**config.mk**
```make
export PLATFORM = sky130hd
export DESIGN_NAME = hskbus_uart_rx_mon
export DESIGN_NICKNAME = d
export VERILOG_FILES = /design/src/rtl/hskbus_uart_pkg.sv /design/src/rtl/hskbus_bit_sync.sv /design/src/rtl/hskbus_uart_rx_mon.sv
export SDC_FILE = /design/constraint.sdc
export NUM_CORES = 1
export LEC_CHECK = 0
export BUFFER_PORTS_ARGS = -buffer_cell sky130_fd_sc_hd__buf_2
export CORE_UTILIZATION = 25
export CTS_CLUSTER_DIAMETER = 60
export DETAILED_ROUTE_END_ITERATION = 12
export PLACE_DENSITY_LB_ADDON = 0.1
export SYNTH_ARGS = -nofsm -noshare
export SYNTH_HDL_FRONTEND = slang
export SYNTH_HIERARCHICAL = 1
export SYNTH_SLANG_ARGS = --single-unit
export TNS_END_PERCENT = 5
```
**constraint.sdc**
```tcl
create_clock -name clk_i -period 3.7 [get_ports clk_i]
set_input_delay 0.74 -clock clk_i [delete_from_list [all_inputs] [get_ports clk_i]]
set_output_delay 0.74 -clock clk_i [all_outputs]
set_load 0.005 [all_outputs]
```
**src/rtl/hskbus_uart_pkg.sv**
```systemverilog
// Shared types and defaults for the housekeeping-bus UART receive monitor.
package hskbus_uart_pkg;

  localparam int HSKBUS_CLKS_PER_BIT = 160;

  typedef enum logic [2:0] {
    IDLE,
    START,
    DATA,
    STOP,
    BREAK
  } rx_state_t;

endpackage

```
**src/rtl/hskbus_bit_sync.sv**
```systemverilog
// Multi-flop single-bit synchronizer with a configurable reset level.
module hskbus_bit_sync #(
  parameter int   STAGES    = 2,
  parameter logic RESET_VAL = 1'b1
) (
  input  logic clk_i,
  input  logic rst_i,
  input  logic d_i,
  output logic q_o
);

  (* ASYNC_REG = "TRUE" *) logic [STAGES-1:0] sync_q;

  always_ff @(posedge clk_i) begin
    if (rst_i) begin
      sync_q <= {STAGES{RESET_VAL}};
    end else begin
      sync_q <= {sync_q[STAGES-2:0], d_i};
    end
  end

  assign q_o = sync_q[STAGES-1];

endmodule

```
**src/rtl/hskbus_uart_rx_mon.sv**
```systemverilog
// 8N1 UART byte receiver/monitor for the hskbus line: mid-bit sampling,
// framing-error detection, break hold-off and wrapping byte/error counters.
module hskbus_uart_rx_mon
  import hskbus_uart_pkg::*;
#(
  parameter int    CLKS_PER_BIT = HSKBUS_CLKS_PER_BIT,
  parameter string SYNC_INPUT   = "TRUE"
) (
  input  logic       clk_i,
  input  logic       rst_i,
  input  logic       rx_i,
  output logic [7:0] byte_o,
  output logic       byte_valid_o,
  output logic       frame_err_o,
  output logic       busy_o,
  output logic [7:0] byte_count_o,
  output logic [7:0] ferr_count_o
);

  localparam int CNT_W = $clog2(CLKS_PER_BIT);
  localparam logic [CNT_W-1:0] HALF_LOAD = CNT_W'(CLKS_PER_BIT / 2 - 1);
  localparam logic [CNT_W-1:0] FULL_LOAD = CNT_W'(CLKS_PER_BIT - 1);

  logic rx_s;

  generate
    if (SYNC_INPUT == "TRUE") begin : g_sync
      hskbus_bit_sync #(
        .STAGES   (2),
        .RESET_VAL(1'b1)
      ) u_sync (
        .clk_i(clk_i),
        .rst_i(rst_i),
        .d_i  (rx_i),
        .q_o  (rx_s)
      );
    end else begin : g_bypass
      assign rx_s = rx_i;
    end
  endgenerate

  rx_state_t        state_q, state_d;
  logic [CNT_W-1:0] cnt_q, cnt_d;
  logic [2:0]       idx_q, idx_d;
  logic [7:0]       shreg_q, shreg_d;
  logic [7:0]       byte_q, byte_d;
  logic             valid_q, valid_d;
  logic             ferr_q, ferr_d;
  logic [7:0]       bcnt_q, bcnt_d;
  logic [7:0]       fcnt_q, fcnt_d;

  always_comb begin
    // NOTE: every output of this block gets a default first so no path
    // leaves a signal unassigned, which would otherwise infer a latch.
    state_d = state_q;
    cnt_d   = cnt_q;
    idx_d   = idx_q;
    shreg_d = shreg_q;
    byte_d  = byte_q;
    valid_d = 1'b0;
    ferr_d  = 1'b0;
    bcnt_d  = bcnt_q;
    fcnt_d  = fcnt_q;

    unique case (state_q)
      IDLE: begin
        if (!rx_s) begin
          state_d = START;
          cnt_d   = HALF_LOAD;
        end
      end
      START: begin
        if (cnt_q == '0) begin
          if (rx_s) begin
            state_d = IDLE;
          end else begin
            state_d = DATA;
            cnt_d   = FULL_LOAD;
            idx_d   = 3'd0;
          end
        end else begin
          cnt_d = cnt_q - CNT_W'(1);
        end
      end
      DATA: begin
        if (cnt_q == '0) begin
          shreg_d = {rx_s, shreg_q[7:1]};
          cnt_d   = FULL_LOAD;
          idx_d   = idx_q + 3'd1;
          if (idx_q == 3'd7) begin
            state_d = STOP;
          end
        end else begin
          cnt_d = cnt_q - CNT_W'(1);
        end
      end
      STOP: begin
        // Leave mid-stop-bit so a back-to-back start edge is not missed.
        if (cnt_q == '0) begin
          if (rx_s) begin
            byte_d  = shreg_q;
            valid_d = 1'b1;
            bcnt_d  = bcnt_q + 8'd1;
            state_d = IDLE;
          end else begin
            ferr_d  = 1'b1;
            fcnt_d  = fcnt_q + 8'd1;
            state_d = BREAK;
          end
        end else begin
          cnt_d = cnt_q - CNT_W'(1);
        end
      end
      BREAK: begin
        // A held-low line must rise before another start bit is accepted.
        if (rx_s) begin
          state_d = IDLE;
        end
      end
      default: state_d = IDLE;
    endcase
  end

  // NOTE: state registers use non-blocking assignments so all flops update
  // together from values sampled at the same edge.
  always_ff @(posedge clk_i) begin
    if (rst_i) begin
      state_q <= IDLE;
      cnt_q   <= '0;
      idx_q   <= 3'd0;
      shreg_q <= 8'h00;
      byte_q  <= 8'h00;
      valid_q <= 1'b0;
      ferr_q  <= 1'b0;
      bcnt_q  <= 8'h00;
      fcnt_q  <= 8'h00;
    end else begin
      state_q <= state_d;
      cnt_q   <= cnt_d;
      idx_q   <= idx_d;
      shreg_q <= shreg_d;
      byte_q  <= byte_d;
      valid_q <= valid_d;
      ferr_q  <= ferr_d;
      bcnt_q  <= bcnt_d;
      fcnt_q  <= fcnt_d;
    end
  end

  assign byte_o       = byte_q;
  assign byte_valid_o = valid_q;
  assign frame_err_o  = ferr_q;
  assign busy_o       = (state_q != IDLE);
  assign byte_count_o = bcnt_q;
  assign ferr_count_o = fcnt_q;

endmodule

```
# After elaboration in Yosys (flattened, before gate mapping)
# Cells that the tools add are included.
dict set report word_totals {
  in_bits 3
  word_cells 64
  ff_bits 50
  output_inout_bits 27
}
dict set report op_classes {
  n_addsub 4
  n_reduce_logical 12
  n_eq_ne 14
  n_bitwise 3
  muxes 21
}
# cell count
set ops {}
lappend ops {{$mux W8} 5}
lappend ops {{$pmux W8 S4} 1}
lappend ops {{$mux W3} 10}
lappend ops {{$add A8 B1 Y8 const B} 2}
lappend ops {{$pmux W3 S5} 1}
lappend ops {{$ne A2 B2 Y1 const B} 7}
lappend ops {{$logic_not A8 Y1} 1}
lappend ops {{$reduce_and A4 Y1} 2}
lappend ops {{$sub A8 B1 Y8 const B} 1}
lappend ops {{$eq A3 B2 Y1 const B} 2}
lappend ops {{$eq A3 B3 Y1 const B} 2}
lappend ops {{$pmux W3 S2} 1}
lappend ops {{$reduce_and A3 Y1} 2}
lappend ops {{$reduce_and A6 Y1} 1}
lappend ops {{$reduce_bool A4 Y1} 1}
lappend ops {{$add A3 B1 Y3 const B} 1}
lappend ops {{$eq A3 B1 Y1 const B} 1}
lappend ops {{$logic_not A3 Y1} 1}
lappend ops {{$ne A3 B3 Y1 const B} 1}
lappend ops {{$not A1 Y1} 3}
lappend ops {{$reduce_bool A3 Y1} 1}
lappend ops {{$reduce_or A3 Y1} 1}
lappend ops {{$mux W1} 2}
lappend ops {{$mux W2} 1}
lappend ops {{3 further kinds} 3}

# Logic depth before layout (Yosys ltp)
# Gate-level depths: netlist (run 1).
dict set report depth {
  depth_word 4
  depth_mapped 8
  ltp_nobuf 6
}

# Cells and area by module
# The synthesis (run 1) kept the hierarchy.
# mod instances cells_per_inst seq_area_each_um2 area_per_inst_um2
set modules_own_cells {}
lappend modules_own_cells {hskbus_uart_rx_mon 1 246 960.9 2152.1}
lappend modules_own_cells {hskbus_bit_sync 1 4 40.0 52.6}

# Worst setup path before layout (run 1)
# OpenSTA, ideal clock, no wires.
dict set report synth_timing {
  kind {register to register}
  startpoint {register cnt_q[0]}
  endpoint {register bcnt_q[7] (netlist: byte_count_o[7])}
  arrival_time_ps 2143
  path_stages_with_launch 8
  setup_slack_ps 1487
  required_time_ps 3630
  path_buffers 1
  setup_time_ps 70
  synth_period_minus_slack_ps 2213
  path_cell_list {dfxtp_1 inv_1 ha_1 or4b_1 buf_2 or4_4 or3_1 a21oi_1}
}
dict set report synth_between {
  elab_chain_cells 2
}
# element line_no
set synth_lines {}
lappend synth_lines {{start, declared} hskbus_uart_rx_mon.sv:43} ;# logic [CNT_W-1:0] cnt_q, cnt_d;
lappend synth_lines {{start signal, assigned} hskbus_uart_rx_mon.sv:139} ;# cnt_q <= cnt_d;
lappend synth_lines {{$logic_not A8 Y1} hskbus_uart_rx_mon.sv:99} ;# if (cnt_q == '0) begin
lappend synth_lines {{$reduce_and A3 Y1 (no source line)} n/a}
lappend synth_lines {{end signal, assigned} hskbus_uart_rx_mon.sv:145} ;# bcnt_q <= bcnt_d;
lappend synth_lines {{end, declared} hskbus_uart_rx_mon.sv:49} ;# logic [7:0] bcnt_q, bcnt_d;
# Every way passes these cells.
# A chain may end at the register's enable or synchronous reset.

# Worst setup path after layout (run 1)
dict set report layout_timing {
  startpoint {register cnt_q[0]}
  endpoint {register fcnt_q[6] (netlist: ferr_count_o[6])}
}
dict set report layout_between {
  elab_chain_cells 2
}
# element line_no
set layout_lines {}
lappend layout_lines {{$logic_not A8 Y1} hskbus_uart_rx_mon.sv:99}
lappend layout_lines {{$reduce_and A3 Y1 (no source line)} n/a}
lappend layout_lines {{end signal, assigned} hskbus_uart_rx_mon.sv:146} ;# fcnt_q <= fcnt_d;
lappend layout_lines {{end, declared} hskbus_uart_rx_mon.sv:50} ;# logic [7:0] fcnt_q, fcnt_d;
# Every way passes these cells.

==> results of run 1 <==
cell usage in the layout (no fill, tap or decap), drive strengths merged, types with 3 or more instances in the layout:
cell type and instances:
a211oi 4, a21oi 17, and3 4, buf 32, clkbuf 6, dfxtp 50
ha 5, inv 6, mux2i 12, nand2 28, nand3 3, nand4 5
nor2 27, nor2b 3, nor3 7, nor4 5, o211ai 3, o21ai 8
or2 3, or3 9, or4 4, xor2 3
state kept, by name, summed over array words and instances, names as in the netlist, 2 cells and up:
signal / count
byte_count_o: 8
shreg_q: 8
idx_q: 3
byte_o: 8
ferr_count_o: 8
cnt_q: 8
g_sync.u_sync/sync_q: 2
state_q: 3
report_power, final:
part	total [mW]	internal [mW]	switching, mW
sequential	0.580	0.556	0.0246
clock	0.341	0.151	0.190
combinational	0.184	0.0643	0.119
metrics by stage:
stage | worst slack, ns | instance area, um^2 | power [mW] | hold WS (ns) | utilization
final | 1.16 | 2540 | 1.10 | 0.433 | 0.304
after detailed placement | 1.12 | 2450 | 0.775 | 0.401 | 0.292
after global placement | 1.20 | 2450 | 0.781 | 0.404 | 0.292
after CTS | 1.13 | 2540 | 1.12 | 0.435 | 0.304
after global routing | 1.01 | 2540 | 1.17 | 0.461 | 0.304
after floorplan | 1.49 | 2200 | 0.732 | 0.383 | -
synth_stat cells (all sizes together), types with 3 or more instances:
cell / instances / share of area
dfxtp: 50 / 0.45
nand2: 28 / 0.048
nor2: 27 / 0.046
a21oi: 17 / 0.039
clkbuf: 12 / 0.020
mux2i: 12 / 0.054
or3: 9 / 0.026
o21ai: 8 / 0.018
nor3: 7 / 0.016
inv: 6 / 0.010
ha: 5 / 0.028
nand4: 5 / 0.014
nor4: 5 / 0.017
a211oi: 4 / 0.014
and3: 4 / 0.011
or4: 4 / 0.015
nand3: 3 / 0.0068
nor2b: 3 / 0.0085
o211ai: 3 / 0.010
or2: 3 / 0.0085
xor2: 3 / 0.012
routing by layer:
layer  up-vias  part of all wire  global-route usage
met2        32              0.44               0.182
met4         0             0.010              0.0410
met3         4             0.037              0.0245
met1       895              0.52               0.179
met5         -                 0                   0
li1        956                 -                   -
path summary, 6_finish.rpt:
| check | from | endpoint | slack (ns) | cells after the start |
|---|---|---|---|---|
| worst max register to register | cnt_q[0] | ferr_count_o[6] | 1.16 | 6 |
| worst max-delay path | cnt_q[0] | ferr_count_o[6] | 1.16 | 6 |
| worst min register to register | g_sync.u_sync/sync_q[0] | g_sync.u_sync/sync_q[1] | 0.43 | 1 |
| worst min-delay path | g_sync.u_sync/sync_q[0] | g_sync.u_sync/sync_q[1] | 0.43 | 1 |
critical path, cell delays in order, from the launching register on:
cell and delay (ns):
dfxtp_1 0.34, inv_1 0.06, ha_1 0.19, or4b_1 0.64
nor4_2 0.71, nand4_1 0.19, mux2_2 0.30
layout make-up:
cell class	count	area (um^2)
multi-input combinational	180	1130
sequential	50	1000
fill	920	5840
timing repair buffer	32	168
clock inverter	2	12.5
clock buffer	6	82.6
inverter	6	22.5
tap	105	131
cell families after synthesis:
group	synth area share
adders and majority gates	0.0284
xor gates and xnor gates	0.0159
muxes	0.0647
and+or+nand+nor	0.256
buffers and inverters	0.0346
DFF	0.454
AOI/OAI and AO/OA	0.146
==> results.md, run 1 <==
- Max FO, Critical Path: 9
- Initial antenna violation count: 0
- Net Count, Synth: 258
- Worst hold path type: register to register
- Num ports: 30
- Initial core utilization: 0.263
- Core Region: 8380 um^2
- Vias: 1887
- Routed wire per std cell: 14.0 um
- Ys Warns: 6
- Row cnt: 33
- Fmax: 394 MHz
- Area grow syn2layout: 15.4%
- Die Area: 9200 um^2
- CTS clk-pin slew, worst paths: 0.09 ns
- Routability Congestion: 0.727
- #FFs+latches synth: 50
- Leakage power: 1.07 nW
- PortBufs: 29
- Min Tclk post-route: 2.54 ns
- Dpl hpwl: 3.60 mm
- Worst EP arrival: 2.74 ns
- Primary FF master, synth: dfxtp_1
- Largest net degree at the start of global routing: 31
- Max Root-Sink Buffers: 2
- Clk_lat worst skew: 0.30 ns
- Slew headroom: 0.511
- Unique masters post-synth: 49
- First-pass GRT wire length: 8.71 mm
- Slew Limit Fails: 0
- Final wirelength: 5.32 mm
- Nets@finish: 283
- Area of the mapped netlist: 2200 um^2
- Initial drt markers: 92
- GRT Util Overall: 0.124
- RSZ-0062 raised after global routing: no
- Req. time, crit path: 3.90 ns
- Gr ovfl total: 0
- Die span in x: 95.9 um
- Power Density: 434 nW/um^2
- Post-synth EDFFs: 0
- Worst Path Class, Setup: register to register
- Routed Antenna Nets: 0
- Cells after Synth: 250
- Status: completed
- Vias in the first global route: 1665
- Final cell count without fillers: 381
- Die Height: 95.9 um
- Router iterations before antenna repair: 4
- CTS tree: done
- CTS buffer count: 5
- TritonCTS Sinks: 50
- Synth async-reset ratio: 0
- Layout cell share with drive strength beyond 1: 0.178
- Final setup viols: 0
- CP endpoint kind: register
- Post-CTS Setup Bufs: 0
- DP Cell Count: 373
- Syn_area_per_cell: 8.82 um^2
- Diode count: 0
- Max cap viols: 0
- Setup Skew: 0.00661 ns
- Vias/cell: 4.95
- Startpoint Class: register
- Seq/Total Area, Yosys: 0.454
- Post-CTS Hold Buffers: 0
- H-tree depth: 2
- DRC viols: 0
- Final setup TNS: 0 ns
- Fin crit share: 0.687
- Max VDD drop: 107 uV
- CTS root buf: clkbuf_8
- Final hold violations: 0
- Post-CTS resize count: 0
- Worst slew pin tran: 0.728 ns
Power figures use the tool's default switching activity.
==> run 2, diff against run 1 <==
- clock period: 3.7 -> 2.5 ns (I/O delays scaled with it)
==> results.md, run 2 (synthesis gave the netlist of run 1 again) <==
- Post-CTS Hold Buffers: 0
- Dpl hpwl: 3.75 mm
- Leakage power: 1.10 nW
- Final setup TNS: 0 ns
- Routed Antenna Nets: 0
- Initial drt markers: 89
- Final wirelength: 5.43 mm
- Pre-CTS setup slack: 0.125 ns
- Reg2reg setup slack: 0.20 ns
- DP Cell Count: 379
- Fin crit share: 0.922
- Vias: 1905
- Final cell count without fillers: 387
- FF-to-FF Start: cnt_q[0]
- Critical path's slowest cell: or4_4
- Hold path startpoint: rx_i
- Layout cell share with drive strength beyond 1: 0.199
- CTS clk-pin slew, worst paths: 0.10 ns
- Max VDD drop: 220 uV
- Num ports: 30
- Worst hold path type: input pin to register
- Area grow syn2layout: 17.8%
- Router iterations before antenna repair: 4
- FF-to-FF End: byte_count_o[7]
- Max cap viols: 0
- Startpoint Class: register
- RSZ-0062 raised after global routing: no
- Status: completed
- Worst slew pin tran: 0.723 ns
- Row cnt: 33
- Diode count: 0
- Slew Limit Fails: 0
- Hold EP: g_sync.u_sync/sync_q[0]
- Max FO, Critical Path: 7
- Post-CTS resize count: 0
- Post-layout util: 0.310
- GRT Util Overall: 0.127
- Worst EP arrival: 2.55 ns
- Final instance area: 2600 um^2
- Routed wire per std cell: 14.0 um
- FF-to-FF path depth: 6
- Area taken by multi-input logic gates: 1130 um^2
- Final-layout fill cell count: 907
- Min Tclk post-route: 2.30 ns
- Hold path depth: 2
- Commonest non-fill, non-tap cell in the layout: dfxtp_1
- Sequential cell area: 1000 um^2
- Fmax: 434 MHz
- Final setup viols: 0
- Req. time, crit path: 2.75 ns
- CP Cell Sequence: inv_1 > ha_1 > or4b_4 > or4_4 > or3_1 > a21oi_1
- Initial antenna violation count: 0
- PortBufs: 29
- Vias/cell: 4.92
- DRC viols: 0
- Die Area: 9200 um^2
- CTS buffer count: 5
- Clk_lat worst skew: 0.31 ns
- Worst Path Class, Setup: register to register
- Max Root-Sink Buffers: 2
- Nets@finish: 289
- Setup WS post-layout: 0.196 ns
- Slew headroom: 0.516
- Die Height: 95.9 um
- Power Density: 648 nW/um^2
- First-pass GRT wire length: 8.88 mm
- Vias in the first global route: 1763
- Post-CTS Setup Bufs: 0
- Gr ovfl total: 0
- Largest incremental delay on the critical path: 0.59 ns
- Die span in x: 95.9 um
- TritonCTS Sinks: 50
- Largest net degree at the start of global routing: 27
- Setup Skew: 0.00785 ns
- Core Region: 8380 um^2
- Placed Area: 2490 um^2
- CTS tree: done
- Commonest cells after routing, fill and taps aside: dfxtp_1 (50), buf_2 (29), nand2_1 (28)
- Initial core utilization: 0.263
- Final hold violations: 0
- H-tree depth: 2
- Routability Congestion: 0.764
- CTS root buf: clkbuf_8
- CP endpoint kind: register
-- run 2: cell types whose count changed in the layout (fill, tap and decap cells not counted), sizes merged --
cell | before | now
buf | 32 | 38
clkinv | 1 | 0
inv | 6 | 7
-- run 2: cell type report --
type,instances,area share
clock buffers,6,0.0318
well taps,105,0.0506
multi-input cells,180,0.435
inverters,6,0.00867
clock inverters,2,0.00626
repair buffers,38,0.0819
flip-flops and latches,50,0.385
-- run 2: how the worst max path moves through the flow --
stage	from	to	slack (ns)	depth (start not counted)
floorplan	cnt_q[0]	byte_count_o[7]	0.29	7
global placement	cnt_q[0]	byte_count_o[7]	0.18	6
detailed placement	cnt_q[0]	byte_count_o[7]	0.12	6
CTS	cnt_q[0]	byte_count_o[7]	0.09	6
global route	cnt_q[0]	byte_count_o[4]	0.04	7
finish	cnt_q[0]	byte_count_o[7]	0.20	6
-- run 2: power by group --
part	switching, mW	total, mW	leakage [nW]	internal, mW
combinational	0.186	0.306	0.646	0.120
sequential	0.0323	0.855	0.404	0.822
clock	0.295	0.523	0.0478	0.229
total	0.513	1.68	1.10	1.17
-- run 2: metal layers --
layer  GRT usage  part of all wire  routed length (um)
met1       0.175              0.50                2730
met2       0.192              0.45                2430
met4      0.0485             0.012                  65
met3      0.0276             0.038                 206
met5           0                 0                   0
-- run 2: worst max-delay path: cells and delay by family, from the launching register on --
family / cells / cell delay (ns)
adders and majority gates: 1 / 0.20
AOI/OAI and AO/OA: 1 / 0.14
buffers and inverters: 1 / 0.06
and+or+nand+nor: 3 / 1.48
DFF: 1 / 0.35
-- run 2: stage by stage --
stage	hold WS, ns	total power [mW]
final	0.376	1.68
after global routing	0.368	1.78
after CTS	0.372	1.70
after detailed placement	0.395	1.17
after global placement	0.411	1.17
after floorplan	0.383	1.08
